[src/rtl/regfile_arbiter.sv]
// Access controller for the 32x32 register file.
// Round-robin arbitration of two writers (A = execute, B = load) onto the
// single write port, plus a three-state sequencer that fetches two operands
// through the read ports and holds them until the next capture.
module regfile_arbiter #(
  parameter int AW = 5,
  parameter int DW = 32
) (
  input  logic          clk,
  input  logic          rst,
  input  logic          a_req,
  input  logic [AW-1:0] a_sel,
  input  logic [DW-1:0] a_val,
  output logic          a_ack,
  input  logic          b_req,
  input  logic [AW-1:0] b_sel,
  input  logic [DW-1:0] b_val,
  output logic          b_ack,
  output logic          rf_wr,
  output logic [AW-1:0] rf_selwr,
  output logic [DW-1:0] rf_wrval,
  input  logic          rd_req,
  input  logic [AW-1:0] rd_sel1,
  input  logic [AW-1:0] rd_sel2,
  output logic          rd_ack,
  output logic [DW-1:0] rd_val1,
  output logic [DW-1:0] rd_val2,
  output logic          rf_rd,
  output logic [AW-1:0] rf_selrd1,
  output logic [AW-1:0] rf_selrd2,
  input  logic [DW-1:0] rf_rdval1,
  input  logic [DW-1:0] rf_rdval2
);

  // Identity of the most recently granted writer.
  localparam logic LAST_A = 1'b0;
  localparam logic LAST_B = 1'b1;

  // Read sequencer states.
  localparam logic [1:0] R_IDLE   = 2'd0;
  localparam logic [1:0] R_ACCESS = 2'd1;
  localparam logic [1:0] R_ACK    = 2'd2;

  // Register 0 is hard-wired to zero regardless of what the file returns.
  function automatic logic [DW-1:0] zero_if_r0(input logic [AW-1:0] sel,
                                               input logic [DW-1:0] val);
    return (sel == '0) ? '0 : val;
  endfunction

  logic          a_ack_q, a_ack_d;
  logic          b_ack_q, b_ack_d;
  logic          last_q, last_d;
  logic          rf_wr_q, rf_wr_d;
  logic [AW-1:0] rf_selwr_q, rf_selwr_d;
  logic [DW-1:0] rf_wrval_q, rf_wrval_d;

  logic [1:0]    rstate_q, rstate_d;
  logic          rf_rd_q, rf_rd_d;
  logic [AW-1:0] rf_selrd1_q, rf_selrd1_d;
  logic [AW-1:0] rf_selrd2_q, rf_selrd2_d;
  logic          rd_ack_q, rd_ack_d;
  logic [DW-1:0] rd_val1_q, rd_val1_d;
  logic [DW-1:0] rd_val2_q, rd_val2_d;

  logic a_elig, b_elig, grant_a, grant_b;

  // Write arbitration: a requester whose ack is already showing is not
  // eligible, so each held request produces exactly one write.
  always_comb begin
    a_elig     = a_req & ~a_ack_q;
    b_elig     = b_req & ~b_ack_q;
    grant_a    = a_elig & (~b_elig | (last_q == LAST_B));
    grant_b    = b_elig & ~grant_a;
    a_ack_d    = 1'b0;
    b_ack_d    = 1'b0;
    rf_wr_d    = 1'b0;
    last_d     = last_q;
    rf_selwr_d = rf_selwr_q;
    rf_wrval_d = rf_wrval_q;
    if (grant_a) begin
      a_ack_d    = 1'b1;
      last_d     = LAST_A;
      rf_selwr_d = a_sel;
      rf_wrval_d = a_val;
      rf_wr_d    = (a_sel != '0);
    end else if (grant_b) begin
      b_ack_d    = 1'b1;
      last_d     = LAST_B;
      rf_selwr_d = b_sel;
      rf_wrval_d = b_val;
      rf_wr_d    = (b_sel != '0);
    end
  end

  // Read sequencer: issue selects, capture one cycle later, then one
  // cycle of ack during which a new request is ignored.
  always_comb begin
    rstate_d    = rstate_q;
    rf_rd_d     = rf_rd_q;
    rf_selrd1_d = rf_selrd1_q;
    rf_selrd2_d = rf_selrd2_q;
    rd_ack_d    = rd_ack_q;
    rd_val1_d   = rd_val1_q;
    rd_val2_d   = rd_val2_q;
    case (rstate_q)
      R_IDLE: begin
        if (rd_req) begin
          rf_selrd1_d = rd_sel1;
          rf_selrd2_d = rd_sel2;
          rf_rd_d     = 1'b1;
          rstate_d    = R_ACCESS;
        end
      end
      R_ACCESS: begin
        rd_val1_d = zero_if_r0(rf_selrd1_q, rf_rdval1);
        rd_val2_d = zero_if_r0(rf_selrd2_q, rf_rdval2);
        rf_rd_d   = 1'b0;
        rd_ack_d  = 1'b1;
        rstate_d  = R_ACK;
      end
      R_ACK: begin
        rd_ack_d = 1'b0;
        rstate_d = R_IDLE;
      end
      default: begin
        rf_rd_d  = 1'b0;
        rd_ack_d = 1'b0;
        rstate_d = R_IDLE;
      end
    endcase
  end

  // Write-path state; reset drops any write in flight.
  always_ff @(posedge clk or negedge rst) begin
    if (!rst) begin
      a_ack_q    <= 1'b0;
      b_ack_q    <= 1'b0;
      last_q     <= LAST_B;
      rf_wr_q    <= 1'b0;
      rf_selwr_q <= '0;
      rf_wrval_q <= '0;
    end else begin
      a_ack_q    <= a_ack_d;
      b_ack_q    <= b_ack_d;
      last_q     <= last_d;
      rf_wr_q    <= rf_wr_d;
      rf_selwr_q <= rf_selwr_d;
      rf_wrval_q <= rf_wrval_d;
    end
  end

  // Read-path state; reset abandons any read in flight.
  always_ff @(posedge clk or negedge rst) begin
    if (!rst) begin
      rstate_q    <= R_IDLE;
      rf_rd_q     <= 1'b0;
      rf_selrd1_q <= '0;
      rf_selrd2_q <= '0;
      rd_ack_q    <= 1'b0;
      rd_val1_q   <= '0;
      rd_val2_q   <= '0;
    end else begin
      rstate_q    <= rstate_d;
      rf_rd_q     <= rf_rd_d;
      rf_selrd1_q <= rf_selrd1_d;
      rf_selrd2_q <= rf_selrd2_d;
      rd_ack_q    <= rd_ack_d;
      rd_val1_q   <= rd_val1_d;
      rd_val2_q   <= rd_val2_d;
    end
  end

  assign a_ack     = a_ack_q;
  assign b_ack     = b_ack_q;
  assign rf_wr     = rf_wr_q;
  assign rf_selwr  = rf_selwr_q;
  assign rf_wrval  = rf_wrval_q;
  assign rd_ack    = rd_ack_q;
  assign rd_val1   = rd_val1_q;
  assign rd_val2   = rd_val2_q;
  assign rf_rd     = rf_rd_q;
  assign rf_selrd1 = rf_selrd1_q;
  assign rf_selrd2 = rf_selrd2_q;

endmodule

[config.mk]
export PLATFORM = sky130hd
export DESIGN_NAME = regfile_arbiter
export DESIGN_NICKNAME = d
export VERILOG_FILES = /design/src/rtl/regfile_arbiter.sv
export SDC_FILE = /design/constraint.sdc
export NUM_CORES = 1
export LEC_CHECK = 0
export ABC_AREA = 1
export BUFFER_PORTS_ARGS = -buffer_cell sky130_fd_sc_hd__buf_2
export CORE_UTILIZATION = 25
export DETAILED_ROUTE_END_ITERATION = 10
export GPL_ROUTABILITY_DRIVEN = 0
export PLACE_DENSITY = 0.48
export SETUP_SLACK_MARGIN = 0.05
export SKIP_CTS_REPAIR_TIMING = 1
export SLEW_MARGIN = 20
export SYNTH_ARGS = -nofsm -noshare
export SYNTH_HDL_FRONTEND = slang
export SYNTH_SLANG_ARGS = --single-unit
[constraint.sdc]
create_clock -name clk -period 1.2 [get_ports clk]
set_input_delay 0.12 -clock clk [delete_from_list [all_inputs] [get_ports clk]]
set_output_delay 0.12 -clock clk [all_outputs]
set_load 0.02 [all_outputs]
Yosys cells after proc, flatten, opt, wreduce, memory -nomap -nowiden. Index checks and enable logic that the tools add are counted.

Bits in registers: 119. Bits of input ports: 153. Output and inout port bits: 116. Word-level logic and storage cells: 52.

Equal/unequal tests: 3. Muxes and demuxes: 18. Bitwise operators: 10. Reduce and logical (&&, ||, !) cells: 8.

Operators by type and width (count): $mux W32 (4); $logic_not A5 Y1 (2); $mux W5 (2); $reduce_bool A5 Y1 (2); $mux W1 (8); $not A1 Y1 (5); $and A1 B1 Y1 (4); $pmux W1 S2 (2); $pmux W2 S2 (1); $reduce_and A2 Y1 (2); $eq A2 B1 Y1 const B (1); $eq A2 B2 Y1 const B (1); $logic_not A2 Y1 (1); $mux W2 (1); $ne A2 B2 Y1 const B (1); $reduce_bool A2 Y1 (1); $or A1 B1 Y1 (1).

Depth between registers and ports, before layout. Gate-level depths: netlist (run 1).

Depth in word-level cells: 9. Depth in mapped cells: 8. Gate-level depth less buffers: 6.

Least setup slack after synthesis (run 1). Ideal clock, no wire load.

Path type: flip-flop to flip-flop. Start point: reg b_ack_q (netlist: b_ack). End point: reg rf_selwr_q[4] (netlist: rf_selwr[4]). Library setup time: 116 ps. Arrival: 1126 ps. Data required time: 1084 ps. Path slack: -42 ps. Stages on the path, launching flop included: 9. Path buffers: 2. Period minus slack after synthesis: 1242 ps. Cells stage by stage: dfrtp_1 -> inv_1 -> nand3_1 -> buf_4 -> buf_4 -> nand3_1 -> nand2_1 -> inv_1 -> nand2_1.

Word-level cells in the longest chain between the ends: 8. Elaborated cells between the ends (all ways): 9. Classes of those cells: mux: 1; bitwise: 7; reduce/logical: 1.

Ends and longest elaborated chain: start, declared (RTL line 51) `logic b_ack_q, b_ack_d;`; start signal, assigned (RTL line 144) `b_ack_q <= b_ack_d;`; $not A1 Y1 (*) (RTL line 71) `b_elig = b_req & ~b_ack_q;`; $and A1 B1 Y1 (*) (RTL line 71); $not A1 Y1 (RTL line 72) `grant_a = a_elig & (~b_elig | (last_q == LAST_B));`; $or A1 B1 Y1 (RTL line 72); $and A1 B1 Y1 (RTL line 72); $not A1 Y1 (RTL line 73) `grant_b = b_elig & ~grant_a;`; $and A1 B1 Y1 (RTL line 73); $reduce_bool A2 Y1 (no source line); end signal, assigned (RTL line 147) `rf_selwr_q <= rf_selwr_d;`; end, declared (RTL line 54) `logic [AW-1:0] rf_selwr_q, rf_selwr_d;`.

Every way passes the cells marked *; elsewhere a longest branch is shown, timed or not. A chain may end at the register's enable or synchronous reset.

Final worst setup path (run 1).
Start point: reg rstate_q[1]. End point: reg rd_val2_q[29] (netlist: rd_val2[29]).

Word-level cells in the longest chain between the ends: 1.

Ends and longest elaborated chain: start, declared (RTL line 57) `logic [1:0] rstate_q, rstate_d;`; start signal, assigned (RTL line 163) `rstate_q <= rstate_d;`; $eq A2 B1 Y1 (RTL line 105) `case (rstate_q)`; end signal, assigned (RTL line 169) `rd_val2_q <= rd_val2_d;`; end, declared (RTL line 63) `logic [DW-1:0] rd_val2_q, rd_val2_d;`.

No other way between the ends.

==> results_dict.tcl, run 1 <==
set metrics [dict create \
    status "finished with violations" \
    violations "setup timing" \
    synth_nets 799 \
    tightest_slew_ns 0.470 \
    syn_inst 646 \
    synthToLayoutAreaGrowth_pct 80.0 \
    finalMaxSlewViolations 0 \
    hold_class "in2reg" \
    cts_sinks 119 \
    grt_max_degree 77 \
    fin_ws_ns -0.0249 \
    grt_use_total_pct 16.4 \
    grt_pass1_wl_mm 28.1 \
    stdcell_count 1337 \
    rsz0062_at_grt "yes" \
    cp_slowest_cell "dfrtp_1" \
    ir_drop_mv 1.03 \
    critPathKind "reg2reg" \
    hold_violations 0 \
    antenna_found_initial 0 \
    first_iter_violations 237 \
    max_stage_delay_ns 0.41 \
    period_share_pct 102 \
    setup_viol 10 \
    placed_area_um2 7150 \
    drt_wl_total_mm 21.0 \
    clk_path_buf_depth 2 \
    crit_path_cell_trace "nor2_4 > clkbuf_16 > clkbuf_16 > nand3_1 > nand2_1" \
    nNetsFinal 1202 \
    synth_warnings 0 \
    start_util_pct 25.6 \
    core_area_um2 21100 \
    clock_skew_ns 0.0102 \
    first_global_vias 5283 \
    fp.dieW_um 149 \
    routedWlPerCell_um 15.7 \
    drcViolationCount 0 \
    overflow 0 \
    crit_family "flip-flops" \
    clock_latency_ns 0.42 \
    drive_gt1_share_pct 40.5 \
    layout_common_cells "buf_2 (259), nand2_1 (232), nand3_1 (120)" \
    viasPerCell 4.39 \
    cts.clk_slew.worst_paths_ns 0.06 \
    ys_ff_latch 119 \
    max_clock_freq_mhz 816 \
    postRouteAntennaNets 0 \
    die_h_um 149 \
    antennaDiodeCount 0 \
    root_buffer "clkbuf_16" \
    cp_data_required_time_ns 1.55 \
    synthesis.area_um2 5400 \
    syn_area_per_cell_um2 8.36 \
    pre_cts_ws_ns -0.0749 \
    port_buffers 268 \
    start_kind "register" \
    critPathBufInv 2 \
    yosysSeqAreaShare_pct 55.2 \
    numCtsBuffers 17 \
    dr.pass1.iters 4 \
    p_leak_uw 0.00520 \
    ioPinCount 269 \
    dp_cells 1168 \
    die_area_um2 22200 \
    cap_viol_max_count 0 \
    crit_path_max_fanout 6 \
    synth_cell_types 18 \
    finalCriticalPeriod_ns 1.22 \
    hpwl_mm 12.3 \
    crit_arrival_ns 1.57 \
    cts_tree "yes" \
    maxSlewHeadroom_pct 68.7 \
    row_count 53 \
    stdcell_area_um2 9720 \
    fin_tns_setup_ns -0.0789 \
    worstSetupEndpointType "register" \
    via_count 5866 \
    cp_common_cell "clkbuf_16" \
    power_density_nw_per_um2 1840 \
    layout_commonest_cell "buf_2" \
    htreeDepth 4 \
]
## worst register-to-register path, stage by stage, from the launching register on
cell and delay (ns):
dfrtp_1 0.41, nor2_4 0.24, clkbuf_16 0.22, clkbuf_16 0.15, nand3_1 0.08, nand2_1 0.06
## cell usage after synthesis, drive strengths merged
library cell,n,share of area (%)
nand2,239,17
nand3,179,18
dfrtp,118,55
inv,47,3.3
buf,36,5.1
nor2,12,1.0
clkbuf,9,0.63
o21ai,3,0.28
nand3b,2,0.28
dfstp,1,0.49
## logic make-up after synthesis
family	synth area share (%)
and+or+nand+nor	35.5
DFF	55.2
AOI/OAI and AO/OA	0.278
buffers and inverters	9.04
## per-layer routing
metal	GRT usage (%)	part of all wire, %
met4	4.29	0.59
met3	6.82	7.5
met2	26.4	49
met1	20.3	43
met5	0	0
## power by group
group          total, µW  switching (µW)  internal [µW]  leakage, µW
combinational       6970            4160           2810      0.00347
sequential          5910             698           5210      0.00146
clock               5000            2090           2910     0.000272
total              17900            6950          10900      0.00520
## layout make-up
cell class / count / area, µm²
Inverter: 47 / 181
Fill cell: 2032 / 11400
Tap cell: 275 / 344
Clock inverter: 14 / 145
Multi-Input combinational cell: 435 / 2250
Timing Repair Buffer: 429 / 3390
Clock buffer: 18 / 429
Sequential cell: 119 / 2980
## through the flow
| step | utilization (%) | hold WS [ns] | power, µW |
|---|---|---|---|
| after global placement | 33.9 | 0.135 | 11700 |
| after CTS | 36.7 | -0.320 | 16800 |
| after detailed placement | 33.9 | 0.126 | 11700 |
| final | 46.1 | 0.00591 | 17900 |
| after global routing | 46.1 | 0.0209 | 19000 |
| after floorplan | - | -0.176 | 9420 |
## worst paths after layout
path                                   from            to  slack [ns]  cells past startpoint
min in group asynchronous               rst   rf_wrval[9]        0.24                      3
worst max register to register  rstate_q[1]   rd_val2[29]       -0.02                      5
worst max-delay path            rstate_q[1]   rd_val2[29]       -0.02                      5
max in group asynchronous               rst  rf_selrd2[3]        0.52                      3
worst min register to register   rd_val1[7]    rd_val1[7]        0.47                      2
worst min-delay path              a_val[31]  rf_wrval[31]       0.006                      5
## state kept, by name, summed over array words and instances (netlist names)
name,cells
a_ack,1
b_ack,1
last_q,1
rd_ack,1
rd_val1,32
rd_val2,32
rf_rd,1
rf_selrd1,5
rf_selrd2,5
rf_selwr,5
rf_wr,1
rf_wrval,32
rstate_q,2
(Power assumes the default switching activity.)
==> inputs of run 2 (changes only) <==
- PLACE_DENSITY: 0.48 -> not set
- PLACE_DENSITY_LB_ADDON: not set -> 0.1
==> run 2 against run 1 <==
Net effect:
- the flow still finishes with violations (setup timing)
- setup slack got worse by 0.0042 ns
- sequential cell count did not move
- hold slack improved by 0.0015 ns
- wire length fell by 3.0%
- fmax fell by 0.34%
- sequential power barely moved
- register-to-register slack barely moved
- clock skew fell by 0.0025 ns
- global-route usage barely moved
- largest cell class unchanged
==> results_dict.tcl, run 2 (synthesis results as in run 1) <==
set metrics [dict create \
    cp_data_required_time_ns 1.49 \
    min_to "rf_wrval[27]" \
    via_count 5704 \
    first_iter_violations 167 \
    crit_arrival_ns 1.52 \
    grt_pass1_wl_mm 28.1 \
    row_count 53 \
    fin_tns_setup_ns -0.135 \
    ir_drop_mv 0.878 \
    nNetsFinal 1197 \
    fillers 2121 \
    rsz0062_at_grt "yes" \
    hold_class "in2reg" \
    maxSlewHeadroom_pct 80.4 \
    tightest_slew_ns 0.293 \
    hold_violations 0 \
    start_util_pct 25.6 \
    postRouteAntennaNets 0 \
    p_leak_uw 0.00512 \
    finalCriticalPeriod_ns 1.23 \
    drive_gt1_share_pct 40.5 \
    ff2ff_setup_slack_ns -0.03 \
    fp.dieW_um 149 \
    grt_max_degree 40 \
    cts_sinks 119 \
    status "finished with violations" \
    placed_area_um2 7170 \
    reg2reg_depth 6 \
    cts_tree "yes" \
    reg2reg_from "last_q" \
    cp-startpoint "last_q" \
    hpwl_mm 12.6 \
    grt_use_total_pct 16.4 \
    clock_skew_ns 0.00773 \
    viasPerCell 4.28 \
    overflow 0 \
    drt_wl_total_mm 20.4 \
    core_area_um2 21100 \
    routedWlPerCell_um 15.3 \
    antenna_found_initial 0 \
    power_density_nw_per_um2 1820 \
    layout_common_cells "buf_2 (262), nand2_1 (229), nand3_1 (122)" \
    die_area_um2 22200 \
    start_kind "register" \
    stdcell_area_um2 9550 \
    antennaDiodeCount 0 \
    port_buffers 268 \
    fin_ws_ns -0.0291 \
    worstSetupEndpointType "register" \
    ioPinCount 269 \
    numCtsBuffers 17 \
    clock_latency_ns 0.41 \
    first_global_vias 5120 \
    r2r_end "rf_wrval[3]" \
    critPathKind "reg2reg" \
    period_share_pct 102 \
    die_h_um 149 \
    dr.pass1.iters 6 \
    hold_path_startpoint "a_val[27]" \
    clk_path_buf_depth 2 \
    htreeDepth 4 \
    cap_viol_max_count 0 \
    drcViolationCount 0 \
    layout_commonest_cell "buf_2" \
    violations "setup timing" \
    whs_path_depth 5 \
    crit_path_max_fanout 7 \
    setup_viol 13 \
    root_buffer "clkbuf_16" \
    finalMaxSlewViolations 0 \
    final_core_util_pct 45.3 \
    synthToLayoutAreaGrowth_pct 76.9 \
    cts.clk_slew.worst_paths_ns 0.06 \
    max_clock_freq_mhz 814 \
]
run 2: area by class of cell:
class	count	area, µm²	share of cell area (%)
Sequential cell	119	2980	31.2
Tap cell	275	344	3.60
Clock buffer	19	453	4.74
Clock inverter	13	97.6	1.02
Timing Repair Buffer	424	3220	33.7
Inverter	47	184	1.93
Multi-Input combinational cell	435	2270	23.8
run 2: critical path: stages, from the launching register on:
cell	delay (ns)
dfstp_2	0.52
inv_2	0.05
nand3_4	0.14
nand2_8	0.10
clkbuf_16	0.19
nand3_2	0.05
nand2_1	0.06
run 2: metrics by stage:
stage                     worst slack (ns)  instances  hold slack, ns  total power, µW
final                              -0.0291       1332         0.00746            17400
after global routing               -0.0791       1332          0.0124            18500
after CTS                          -0.0967       1205          -0.418            16600
after detailed placement           -0.0884       1173          0.0321            11700
after global placement             -0.0622       1173          0.0323            11700
after floorplan                     0.0345        646          -0.176             9420
run 2: worst max path at each step:
stage / to
floorplan: rf_selwr[0]
global placement: rf_wr
detailed placement: rf_wr
CTS: rf_wr
global route: rf_wrval[3]
finish: rf_wrval[3]
run 2: metal layers:
metal	vias to the layer above	global-route usage, %	routed length [µm]
met5	-	0	0
met4	0	3.83	166
met3	13	6.33	1410
met2	207	25.8	9590
met1	2615	21.1	9200
li1	2869	-	-
run 2: power breakdown:
part	switching (µW)	internal, µW	total [µW]
combinational	4120	2670	6790
sequential	666	5220	5880
clock	2000	2760	4760
total	6780	10600	17400
